[config.mk]
export PLATFORM = sky130hd
export DESIGN_NAME = uart_tx_arbiter
export DESIGN_NICKNAME = d
export VERILOG_FILES = /design/src/rtl/uart_arb_pkg.sv /design/src/rtl/uart_tx_arbiter_rr_pick.sv /design/src/rtl/uart_tx_arbiter.sv
export SDC_FILE = /design/constraint.sdc
export NUM_CORES = 1
export LEC_CHECK = 0
export CORE_MARGIN = 2
export CORE_UTILIZATION = 34
export DETAILED_ROUTE_END_ITERATION = 10
export PLACE_DENSITY = 0.86
export SLEW_MARGIN = 25
export SYNTH_ARGS = -nofsm -noshare
export SYNTH_HDL_FRONTEND = slang
export SYNTH_SLANG_ARGS = --single-unit
[constraint.sdc]
create_clock -name CLK -period 2.9 [get_ports CLK]
set_clock_uncertainty 0.05 [all_clocks]
set_input_delay 0.58 -clock CLK [delete_from_list [all_inputs] [get_ports CLK]]
set_output_delay 0.58 -clock CLK [all_outputs]
set_load 0.03 [all_outputs]
[src/rtl/uart_arb_pkg.sv]
// Shared types and constants for the UART transmit arbiter.
package uart_arb_pkg;

    typedef enum logic {
        IDLE = 1'b0,
        LOCK = 1'b1
    } arb_state_t;

    localparam int DEFAULT_LOCK_TIMEOUT = 1024;

    // Width of a requester index; at least one bit so ports stay legal.
    function automatic int grant_w(input int n);
        return (n > 1) ? $clog2(n) : 1;
    endfunction

endpackage

[src/rtl/uart_tx_arbiter_rr_pick.sv]
// Round-robin first-set-bit finder: scans from last_i+1 upward, wrapping
// modulo NUM_REQ, and reports the first asserted request.
module rr_pick
    import uart_arb_pkg::*;
#(
    parameter  int NUM_REQ = 4,
    localparam int GRANT_W = grant_w(NUM_REQ)
) (
    input  logic [NUM_REQ-1:0] req_i,
    input  logic [GRANT_W-1:0] last_i,
    output logic               found_o,
    output logic [GRANT_W-1:0] idx_o
);

    logic [GRANT_W-1:0] cand;

    // Lowest rotation distance from last_i wins; last_i itself is checked last.
    always_comb begin
        found_o = 1'b0;
        idx_o   = '0;
        cand    = '0;
        for (int k = 1; k <= NUM_REQ; k++) begin
            cand = GRANT_W'((int'(last_i) + k) % NUM_REQ);
            if (!found_o && req_i[cand]) begin
                found_o = 1'b1;
                idx_o   = cand;
            end
        end
    end

endmodule

[src/rtl/uart_tx_arbiter.sv]
// Message-granular round-robin arbiter sharing one UART transmit path.
//
// state | meaning
// IDLE  | no grant held; pick next requester, 1 cycle
// LOCK  | granted requester passes straight through to the UART
//
// Optional macro UART_ARB_TIMEOUT_EN: adds an idle counter that releases a
// grant after LOCK_TIMEOUT cycles without a transfer while the holder has
// nothing valid. Without it, only a last-byte transfer or reset releases.
module uart_tx_arbiter
    import uart_arb_pkg::*;
#(
    parameter  int NUM_REQ      = 4,
    parameter  int DATA_W       = 8,
    parameter  int LOCK_TIMEOUT = DEFAULT_LOCK_TIMEOUT,
    localparam int GRANT_W      = grant_w(NUM_REQ)
) (
    input  logic                      CLK,
    input  logic                      RST_N,
    input  logic [NUM_REQ-1:0]        req_valid,
    input  logic [NUM_REQ*DATA_W-1:0] req_data,
    input  logic [NUM_REQ-1:0]        req_last,
    output logic [NUM_REQ-1:0]        req_ready,
    output logic                      tx_valid,
    output logic [DATA_W-1:0]         tx_data,
    input  logic                      tx_ready,
    output logic [GRANT_W-1:0]        grant_id,
    output logic                      busy
);

    arb_state_t         state_q, state_d;
    logic [GRANT_W-1:0] grant_q, grant_d;
    logic [GRANT_W-1:0] last_q, last_d;
    logic               pick_found;
    logic [GRANT_W-1:0] pick_idx;
    logic               xfer;
    logic [DATA_W-1:0]  data_arr [NUM_REQ];

`ifdef UART_ARB_TIMEOUT_EN
    localparam int CNT_W = $clog2(LOCK_TIMEOUT);
    localparam logic [CNT_W-1:0] CNT_MAX = CNT_W'(LOCK_TIMEOUT - 1);
    logic [CNT_W-1:0] cnt_q, cnt_d;
`endif

    for (genvar i = 0; i < NUM_REQ; i++) begin : g_unpack
        assign data_arr[i] = req_data[i*DATA_W +: DATA_W];
    end

    rr_pick #(
        .NUM_REQ (NUM_REQ)
    ) u_rr_pick (
        .req_i   (req_valid),
        .last_i  (last_q),
        .found_o (pick_found),
        .idx_o   (pick_idx)
    );

    assign grant_id = grant_q;

    // Next-state, grant bookkeeping and the LOCK passthrough.
    always_comb begin
        state_d   = state_q;
        grant_d   = grant_q;
        last_d    = last_q;
        tx_valid  = 1'b0;
        tx_data   = '0;
        req_ready = '0;
        busy      = 1'b0;
        xfer      = 1'b0;
`ifdef UART_ARB_TIMEOUT_EN
        cnt_d     = cnt_q;
`endif
        case (state_q)
            IDLE: begin
                if (pick_found) begin
                    grant_d = pick_idx;
                    state_d = LOCK;
`ifdef UART_ARB_TIMEOUT_EN
                    cnt_d   = '0;
`endif
                end
            end
            LOCK: begin
                busy               = 1'b1;
                tx_valid           = req_valid[grant_q];
                tx_data            = data_arr[grant_q];
                req_ready[grant_q] = tx_ready;
                xfer               = tx_valid && tx_ready;
                if (xfer) begin
`ifdef UART_ARB_TIMEOUT_EN
                    cnt_d = '0;
`endif
                    // Completion takes precedence over a coincident timeout.
                    if (req_last[grant_q]) begin
                        state_d = IDLE;
                        last_d  = grant_q;
                    end
                end
`ifdef UART_ARB_TIMEOUT_EN
                else if (cnt_q == CNT_MAX) begin
                    // Saturate; a held valid byte keeps the grant.
                    if (!req_valid[grant_q]) begin
                        state_d = IDLE;
                        last_d  = grant_q;
                    end
                end else begin
                    cnt_d = cnt_q + 1'b1;
                end
`endif
            end
            default: state_d = IDLE;
        endcase
    end

    // State and grant registers; reset drops any grant in flight.
    always_ff @(posedge CLK or negedge RST_N) begin
        if (!RST_N) begin
            state_q <= IDLE;
            grant_q <= '0;
            last_q  <= GRANT_W'(NUM_REQ - 1);
        end else begin
            state_q <= state_d;
            grant_q <= grant_d;
            last_q  <= last_d;
        end
    end

`ifdef UART_ARB_TIMEOUT_EN
    // Idle-cycle counter for grant release.
    always_ff @(posedge CLK or negedge RST_N) begin
        if (!RST_N) begin
            cnt_q <= '0;
        end else begin
            cnt_q <= cnt_d;
        end
    end
`endif

endmodule

Word level (Yosys, flattened, before mapping). Index checks and enable logic that the tools add are counted.

Bits in registers: 5. Latch bits: 0. RAM bits: 0. ROM bits: 0. Output and inout bits: 16. Memories: 0.

$add $sub $neg: 4. $mul: 0. Divide/modulo/power cells: 0. Magnitude comparators: 7. Equal/unequal tests: 0. Shift-type cells: 0. Multiplexer cells: 33. Bitwise logic cells: 3. Reduce and logical (&&, ||, !) cells: 10.

Operators by type and width (count): two-way mux 8 bit (3); binary-select mux 8 bit (select 2 bit) (1); two-way mux 1 bit (16); < comparator 2 x 3 -> 1 bit, second input constant (5); binary-select mux 1 bit (select 2 bit) (6); two-way mux 2 bit (4); logical AND 1 bit (5); adder 2 x 1 -> 2 bit, second input constant (2); adder 2 bit, second input constant (2); AND 4 bit (1); two-way mux 4 bit (1); greater-or-equal comparator 3 bit, second input constant (1); logical NOT 1 bit (3); NOT 2 -> 3 bit (1); AND reduction 3 bit (1); demux 1 bit (select 2 bit) (1); greater-or-equal comparator 2 x 1 -> 1 bit, second input constant (1); case mux 1 bit (2 select lines) (1); AND reduction 2 bit (1); NOT 1 bit (1).

Logic depth before layout (Yosys ltp).
Depth in word-level cells: 15. Gate-level depth with buffers: 4. Gate-level depth less buffers: 3.

Hierarchy. From an unflattened synthesis, not the netlist that was laid out.

Cells, all modules: 63. Area, all modules: 653.1 sq um.

By module, submodules not included: uart_tx_arbiter (instances 1, cells an instance 49, area an instance 561.8 sq um); rr_pick (instances 1, cells an instance 14, area an instance 91.3 sq um).

Worst setup path after synthesis. OpenSTA, ideal clock, no wires.

Path kind: flip-flop to output port. Start point: register grant_q[1] (netlist: grant_id[1]). End point: output port req_ready[0]. Arrival time: 1579 ps. Data required time: 2270 ps. Path slack: 691 ps. Cell stages (with the launch flop): 4. Path through: dfrtp_1 buf_4 buf_2 nor3_1.

Longest elaborated chain between the ends: 6. Elaborated cells between the ends (all ways): 7. Classes of those cells: order compare (2); mux (3); bitwise (1); reduce/logical (1).

RTL lines: from (decl) (line uart_tx_arbiter.sv:32) `logic [GRANT_W-1:0] grant_q, grant_d;`; from (signal assigned) (line uart_tx_arbiter.sv:123) `grant_q <= grant_d;`; < comparator 2 x 3 -> 1 bit (implied by the code) / greater-or-equal comparator 2 x 1 -> 1 bit (equally long branches) (line uart_tx_arbiter.sv:87) `req_ready[grant_q] = tx_ready;`; logical AND 1 bit (implied by the code) (line uart_tx_arbiter.sv:87); two-way mux 1 bit (implied by the code) (line uart_tx_arbiter.sv:87); demux 1 bit (select 2 bit) (*) (line uart_tx_arbiter.sv:87); AND 4 bit (no line) (*); two-way mux 4 bit (*) (line uart_tx_arbiter.sv:73) `case (state_q)`; to (decl) (line uart_tx_arbiter.sv:23) `output logic [NUM_REQ-1:0] req_ready,`.

Mark *: on every way between the ends. The rest lies on a longest branch, timed or not.

Worst setup path after layout.
Start point: input port req_data[8]. End point: output port tx_data[0].

Longest elaborated chain between the ends: 4.

RTL lines: from (decl) (line uart_tx_arbiter.sv:21) `input logic [NUM_REQ*DATA_W-1:0] req_data,`; binary-select mux 8 bit (select 2 bit) (line uart_tx_arbiter.sv:86) `tx_data = data_arr[grant_q];`; two-way mux 8 bit (implied by the code) (2 in a row) (line uart_tx_arbiter.sv:86); two-way mux 8 bit (line uart_tx_arbiter.sv:73); to (decl) (line uart_tx_arbiter.sv:25) `output logic [DATA_W-1:0] tx_data,`.

No other way between the ends. The select of a mux whose other input is x is not followed.

==> key figures <==
Run status
  • Outcome: completed

Finish
  • Ratio of cells with drive above 1 in the final layout: 0.164
  • Non-filler instance count after layout: 155
  • Most frequent cells in the layout: clkdlybuf4s50_1, and2_1, mux4_2, buf_4, mux2i_1
  • Util after Layout: 0.708
  • Area delta synth->final: 98.9%
  • Commonest non-fill, non-tap cell in the layout: clkdlybuf4s50_1
  • Nets: 172
  • Fillers: 154
  • Diode count: 0

Power
  • Part of the power in combinational logic: 0.799
  • NetSw: 0.538 mW
  • Switching Share: 0.446
  • Pwr Total: 1.20 mW
  • Leakage: 0.553 nW
  • Clock power frac: 0.066
  • Peak supply drop: 0.402 mV
  • Seq pwr share: 0.135
  • Cell Pwr Density: 885 mW/mm^2
  • Internal: 0.667 mW

Global route
  • Vias in the first global route: 819
  • Largest net degree at the start of global routing: 21
  • Antenna violations before repair: 0
  • First-pass GRT wire length: 3940 um
  • Gr usage total: 0.217
  • Grt total ovfl: 0

Logic synthesis
  • Synth top area cells: mux4_2, mux4_1, dfrtp_1
  • Synth area leader: mux4_2
  • Post-synth cell types: 27
  • Syn Inst Count: 63
  • Average cell area after synthesis: 10.9 um^2
  • Syn nets: 106
  • Cell Area, Synth: 684 um^2
  • Yosys warning count: 0
  • Top cell type's share of synthesized area: 0.230
  • Synthesis-stage register bit count: 5
  • Register area share after synthesis: 0.186

Job
  • Max-Cap Viols: 0

Detailed routing
  • Via/cell ratio: 5.08
  • Detailed Route Iter0 Violations: 12
  • Top sig layer: met4
  • 1st-pass router iterations: 4
  • Drt total wl: 2300 um
  • Vias: 787
  • DRC: 0
  • Met1 WL: 903 um
  • Met2 WL: 1230 um
  • DR WL/cell: 14.8 um
  • WL met3: 124 um
  • Antenna-violating nets left: 0

STA
  • Final Slew Violations: 0
  • Setup Viol. Count Final: 0
  • Final hold vios: 0
  • Rel. slew slack: 0.636
  • Period utilization: 0.987
  • RSZ-0062 raised after global routing: no
  • Final WS setup: 0.0391 ns
  • Final TNS setup: 0 ns
  • Final Critical Period: 2.86 ns
  • Max Freq: 0.350 GHz
  • Worst Max-Slew Pin Slew: 0.540 ns

CTS
  • Skew-Pair Late Insertion Delay: 0.24 ns
  • Max clock buf depth: 2
  • Clock transition at path regs: 0.04 ns
  • CTS Buf Count: 3
  • Post-cts sizing count: 0
  • CTS tree: yes
  • Sink Count: 5
  • Htree depth: 1
  • Root Buffer: clkbuf_4
  • Cts hold-fix bufs: 0
  • Post-CTS Setup Bufs: 0

Floorplan
  • # IOs: 59
  • Core area: 0.00192 mm^2
  • Die ar.: 0.00239 mm^2
  • Initial Util: 0.356
  • Die X: 48.9 um
  • Die Span Y: 48.9 um
  • Row count: 16

Place
  • Routability congestion estimate from global placement: 0.822
  • PortBufs: 58
  • DP HPWL: 1950 um
  • Placed Instances: 151
  • Post-placement setup slack: 0.0143 ns

Worst hold path
  • HP Class: in2async

Worst setup path
  • Required time of the critical path: 2.27 ns
  • Crit start category: input pin
  • CP arrival: 2.23 ns
  • Worst-path fanout max: 1
  • Setup crit end kind: output pin
  • Setup CP Type: in2out
-- cell type report --
type / instances / area, um^2 / share of cell area
repair buffers: 66 / 656 / 0.482
multi-input cells: 51 / 510 / 0.375
flip-flops and latches: 5 / 128 / 0.0937
well taps: 27 / 33.8 / 0.0248
clock buffers: 4 / 26.3 / 0.0193
inverters: 2 / 7.51 / 0.00551
-- critical path, cell delays in order --
cell             delay (ns)
clkdlybuf4s50_1        0.41
mux4_1                 0.49
and2_1                 0.17
clkdlybuf4s50_1        0.58
-- synth_stat cells --
master	n
mux4_1	3
dfrtp_1	3
buf_6	2
nor2_1	3
clkbuf_1	1
inv_1	2
a21oi_1	1
and3b_1	2
o31ai_1	3
mux2_1	1
mux2i_1	4
a221oi_1	1
nor3_1	2
o21ai_0	3
buf_2	1
and2_1	10
nand3_2	1
nor2b_1	1
a22o_1	1
buf_4	1
nor3b_1	1
dfstp_2	2
nand2_1	3
and3_1	2
a21boi_1	1
mux4_2	7
nor4_1	1
-- metrics by stage --
stage               hold slack, ns  cell area (um^2)
global placement             0.538              1330
CTS                          0.511              1360
detailed placement           0.557              1330
floorplan                    0.234               684
finish                       0.511              1360
global route                 0.512              1360
-- path summary, 6_finish.rpt --
path	start	endpoint	slack [ns]	cells after the start
hold reg to reg	last_q[0]	last_q[0]	0.56	1
setup reg to reg	grant_id[0]	last_q[1]	1.27	4
setup / recovery	req_data[8]	tx_data[0]	0.04	4
min in group CLK	last_q[0]	last_q[0]	0.56	1
max in group asynchronous	RST_N	last_q[1]	2.03	1
hold / removal	RST_N	grant_id[1]	0.51	1
-- cell families after synthesis --
family	Yosys count	synth area share
flops	5	0.186
buf+inv	7	0.0676
mux	15	0.420
simple gates	26	0.227
compound gates	10	0.0987
-- flip-flops by register name, indices dropped and copies added (netlist names) --
register  count
state_q       1
grant_id      2
last_q        2
-- per-layer routing --
layer | vias to the layer above | track usage
met5 | - | 0
met4 | 0 | 0.0857
met3 | 4 | 0.0337
met2 | 36 | 0.404
met1 | 370 | 0.245
li1 | 377 | -
-- power groups by stage --
stage	Sequential, mW	Clock (mW)	Combinational, mW
4_1_cts	0.164	0.0828	0.972
6_report	0.163	0.0793	0.962
3_5_place_dp	0.162	0	0.973
2_1_floorplan	0.180	0	0.592
5_1_grt	0.175	0.0900	1.02
3_3_place_gp	0.162	0	0.953
Power figures use the tool's default switching activity.
